`config.mk`:
```
export PLATFORM = sky130hd
export DESIGN_NAME = pixel_log2_iter
export DESIGN_NICKNAME = d
export VERILOG_FILES = /design/src/rtl/pixel_log2_iter.sv
export SDC_FILE = /design/constraint.sdc
export NUM_CORES = 1
export LEC_CHECK = 0
export CORE_MARGIN = 3
export CORE_UTILIZATION = 60
export CTS_CLUSTER_SIZE = 14
export DETAILED_ROUTE_END_ITERATION = 10
export PLACE_DENSITY_LB_ADDON = 0.3
export SETUP_SLACK_MARGIN = 0.15
export SLEW_MARGIN = 15
export SYNTH_ARGS = -nofsm -noshare
export SYNTH_HDL_FRONTEND = slang
export SYNTH_SLANG_ARGS = --single-unit
```
`constraint.sdc`:
```
create_clock -name clk -period 5.4 [get_ports clk]
set_input_delay 1.08 -clock clk [delete_from_list [all_inputs] [get_ports clk]]
set_output_delay 1.08 -clock clk [all_outputs]
set_load 0.01 [all_outputs]
```
`src/rtl/pixel_log2_iter.sv`:
```
// rtl/pixel_log2_iter.sv - iterative log2 of one unsigned pixel, 8.8 sign-magnitude result
module pixel_log2_iter #(
  parameter int XLEN_PIXEL = 8,
  parameter int ITERATOR   = 8
) (
  input  logic                    clk,
  input  logic                    rst_n,
  input  logic                    start,
  input  logic [XLEN_PIXEL-1:0]   pixel,
  output logic                    busy,
  output logic                    done,
  output logic                    zero_err,
  output logic [2*XLEN_PIXEL-1:0] log_out,
  output logic [3:0]              rom_idx,
  input  logic [2*XLEN_PIXEL-1:0] rom_val
);

  localparam int W = 2 * XLEN_PIXEL;
  localparam logic [3:0] LP_LAST = 4'(ITERATOR);

  localparam logic [2:0] S_IDLE = 3'd0;
  localparam logic [2:0] S_NORM = 3'd1;
  localparam logic [2:0] S_LOOK = 3'd2;
  localparam logic [2:0] S_ACC  = 3'd3;
  localparam logic [2:0] S_DONE = 3'd4;

  logic [2:0]            r_state;
  logic [XLEN_PIXEL-1:0] r_pixel;
  logic [W-1:0]          r_m;
  logic [7:0]            r_acc;
  logic [3:0]            r_i;
  logic [2:0]            r_p;
  logic [W-1:0]          r_log_out;
  logic                  r_zero_err;

  logic [2:0]            w_lead;
  logic [XLEN_PIXEL-1:0] w_shift;
  logic [W-1:0]          w_trial;
  logic                  w_take;
  logic [7:0]            w_acc_sum;
  logic                  w_unused_rom;

  // Leading-one position of the captured pixel; the highest set bit wins.
  always_comb begin
    w_lead = 3'd0;
    for (int k = 0; k < XLEN_PIXEL; k++) begin
      if (r_pixel[k]) w_lead = 3'(k);
    end
  end

  // Normalisation shift, trial subtraction and conditional accumulate.
  always_comb begin
    w_shift   = r_pixel << (3'd7 - w_lead);
    w_trial   = r_m - (r_m >> r_i);
    w_take    = w_trial[W-1];
    w_acc_sum = w_take ? (r_acc + rom_val[7:0]) : r_acc;
  end

  // Table sign and integer bits never contribute: every entry is negative and at most 1.0.
  assign w_unused_rom = &{1'b0, rom_val[W-1:8]};

  assign busy     = (r_state != S_IDLE);
  assign done     = (r_state == S_DONE);
  assign zero_err = r_zero_err;
  assign log_out  = r_log_out;
  assign rom_idx  = ((r_state == S_LOOK) || (r_state == S_ACC)) ? r_i : 4'd0;

  // Control FSM and datapath registers; result registers update on entry to DONE.
  always_ff @(posedge clk) begin
    if (!rst_n) begin
      r_state    <= S_IDLE;
      r_pixel    <= '0;
      r_m        <= '0;
      r_acc      <= '0;
      r_i        <= '0;
      r_p        <= '0;
      r_log_out  <= '0;
      r_zero_err <= 1'b0;
    end else begin
      case (r_state)
        S_IDLE: begin
          if (start) begin
            r_pixel <= pixel;
            r_state <= S_NORM;
          end
        end
        S_NORM: begin
          if (r_pixel == '0) begin
            r_zero_err <= 1'b1;
            r_log_out  <= {1'b1, {(W-1){1'b0}}};
            r_state    <= S_DONE;
          end else begin
            r_p     <= w_lead;
            r_m     <= {w_shift, {XLEN_PIXEL{1'b0}}};
            r_acc   <= '0;
            r_i     <= 4'd1;
            r_state <= S_LOOK;
          end
        end
        S_LOOK: begin
          r_state <= S_ACC;
        end
        S_ACC: begin
          if (w_take) r_m <= w_trial;
          r_acc <= w_acc_sum;
          if (r_i == LP_LAST) begin
            r_log_out  <= {{(W-11){1'b0}}, r_p, w_acc_sum};
            r_zero_err <= 1'b0;
            r_state    <= S_DONE;
          end else begin
            r_i     <= r_i + 4'd1;
            r_state <= S_LOOK;
          end
        end
        S_DONE: begin
          r_state <= S_IDLE;
        end
        default: begin
          r_state <= S_IDLE;
        end
      endcase
    end
  end

endmodule

```
==> results.toml <==
[sta]
fin_crit_sh_pct = 80.4
finalClockSkew_ps = 8.64
rsz0062_at_grt = "no"
max_freq_mhz = 230
tns_ps = 0
min_period_ps = 4340
finalMaxSlewViolations = 0
layout_setup_ws_ps = 1060
holdWs_ps = 461
worst-slew-pin-transition_ps = 880
hold_violations = 0
relSlewSlack_pct = 41.2
setup_viol = 0

[cells_and_area]
antenna_cells = 0
post-route-util_pct = 69.1
fin_nets = 629
fin_area_sq_mm = 0.00472
drive_gt1_share_pct = 7.30
area_growth_pct = 11.0

[clock_network]
postCtsHoldBufs = 0
root_buffer = "clkbuf_8"
cts.repair.resized = 0
clockBufferDepth = 2
numClockSinks = 54
clkTransAtPathRegs_ps = 110
cts_htree_levels = 2
insertion_delay_ps = 310
cts_made_buffers = 5
cts_setup_buffers = 0
cts_tree = "built"

[synthesis]
synthFlopType = "dfxtp_1"
yosys.area_share.simple_pct = 23.0
synth_warnings = 0
synth_mux_area_share_pct = 6.35
synth_area_leaders = "dfxtp_1, ha_1, nand2_1"
ys_ff_latch = 54
synth_top_family_by_area = "compound AO/OA/AOI/OAI gates"
netlist_instances = 557
synthXorXnorAreaFrac_pct = 4.38
syn_area_sq_mm = 0.00426
ys_top_cells_by_count = "nand2_1, dfxtp_1, a21oi_1, nor2_1, o21ai_0"
ys_seq_area_share_pct = 25.4
synth_compound_area_share_pct = 26.7
synth.most_common_cell = "nand2_1"
synthDistinctLibCells = 74
synth_fa_ha_area_share_pct = 8.58
synth_top_area_share_pct = 25.4
synth_top_area_cell = "dfxtp_1"
synth_edf_count = 0
async_reset_ff_share_pct = 0
synth_area_per_cell_sq_um = 7.64

[setup_path]
critPathLaunchType = "register"
worst-path-max-fanout = 22
reg2reg_to = "r_m[14]$_SDFFE_PN0P_"
crit_type = "reg -> reg"
cp.arrival_ps = 4580
r2r_cells = 13
cp.required_ps = 5630
r2r_slack_ps = 1060
crit_path_end_kind = "register"
reg2reg_from = "r_i[0]$_SDFFE_PN0P_"

[floorplan]
die_w_um = 90.2
rows = 30
coreArea_sq_mm = 0.00683
start_util_pct = 62.3
die_area_sq_mm = 0.00814
io-pin-count = 50
die_y_um = 90.2

[worst_hold_path]
hp-class = "reg -> reg"
holdPathEnd = "log_out[2]$_SDFFE_PN0P_"
hold_path_depth = 2
hp-start = "log_out[2]$_SDFFE_PN0P_"

[power_and_ir_drop]
p_leak_uw = 0.00182
p_per_area_mw_per_mm2 = 316
ir_drop_mv = 0.235

[route]
wl_per_cell_um = 16.0
drtAntennaViolNets = 0
routed_wl_um = 10700
viasPerCell = 6.10
drtIter0Drc = 259
drt_pass1_iterations = 6
vias = 4093
drc = 0

[placed_design]
placed_area_sq_mm = 0.00461
dp_slack_ps = 1160
gpl.final_weighted_congestion = 0.922
dp_hpwl_um = 8040
port_buffers = 37

[run_status]
outcome = "finished clean"

[grt]
gr-total-overflow = 0
antenna_found_initial = 0
grt_max_degree = 30
grt_pass1_vias = 3871
grt_pass1_wl_um = 17700
grt_usage_pct = 25.8

[flow_run]
drv_cap = 0
state kept, by name, indices dropped and copies added (netlist names):
name,flops
r_m,16
r_i,4
log_out,12
r_p,3
r_pixel,8
r_acc,8
r_state,3
layout make-up:
cell class / count / area (sq um)
multi-input cells: 457 / 2950
fillers: 575 / 2110
flip-flops and latches: 54 / 1080
repair buffers: 40 / 393
well taps: 96 / 120
clock buffers: 5 / 68.8
inverters: 16 / 60.1
clock inverters: 3 / 47.5
cell usage in the layout (no fill, tap or decap), types with 4 or more instances in the layout:
cell type / count
clkdlybuf4s50_1: 37
xor2_1: 6
o31ai_1: 5
inv_1: 15
and2_1: 7
xnor2_1: 9
a211oi_1: 9
nor3_1: 16
o21ai_0: 36
o21a_1: 6
o21ai_1: 8
mux2_2: 5
nand3_1: 14
nand2b_1: 7
conb_1: 4
a31oi_1: 6
mux2i_1: 20
a21oi_1: 48
clkbuf_8: 5
nor2_1: 48
and3_1: 4
nand2_1: 83
o211ai_1: 9
ha_1: 26
o2bb2ai_1: 4
a22o_1: 8
nor2b_1: 7
dfxtp_1: 54
worst max path at each step:
stage | start | endpoint | cells past startpoint | slack [ps]
after floorplan | r_i[1]$_SDFFE_PN0P_ | r_acc[0]$_SDFFE_PN0P_ | 15 | 2070
after global placement | r_i[0]$_SDFFE_PN0P_ | r_m[14]$_SDFFE_PN0P_ | 13 | 1290
after detailed placement | r_i[0]$_SDFFE_PN0P_ | r_m[14]$_SDFFE_PN0P_ | 13 | 1160
after CTS | r_i[0]$_SDFFE_PN0P_ | r_m[14]$_SDFFE_PN0P_ | 13 | 1120
after global routing | r_i[0]$_SDFFE_PN0P_ | r_m[14]$_SDFFE_PN0P_ | 13 | 710
final | r_i[0]$_SDFFE_PN0P_ | r_m[14]$_SDFFE_PN0P_ | 13 | 1060
power breakdown:
group	internal [uW]	switching, uW	leakage [uW]
sequential	420	36.5	0.000438
clock	141	149	0.0000587
combinational	300	448	0.00133
cells by family after synthesis:
group | Yosys count
other cells | 1
buf+inv | 49
fa+ha+maj | 28
flops | 54
simple gates | 208
mux | 26
compound gates | 174
xor+xnor | 17
stage by stage:
step / cells / total power [uW]
2_1_floorplan: 560 / 1050
3_3_place_gp: 663 / 1180
3_5_place_dp: 663 / 1190
4_1_cts: 671 / 1480
5_1_grt: 671 / 1580
6_report: 671 / 1490
metal layers:
| metal | wire [um] | global-route usage, % |
|---|---|---|
| met1 | 4880 | 34.2 |
| met2 | 5050 | 42.4 |
| met3 | 586 | 4.52 |
| met4 | 207 | 8.55 |
| met5 | 0 | 0 |
worst max-delay path: stages, from the launching register on:
cell	delay, ps
dfxtp_1	780
inv_1	400
mux2i_1	350
nand2_1	100
o21ai_0	120
o21ai_0	120
ha_1	500
o211ai_2	140
a21oi_2	270
o2111ai_1	170
and3_4	240
xnor2_4	470
nand3_1	330
o221ai_1	270
No activity file was read; power rests on OpenSTA's default activity.
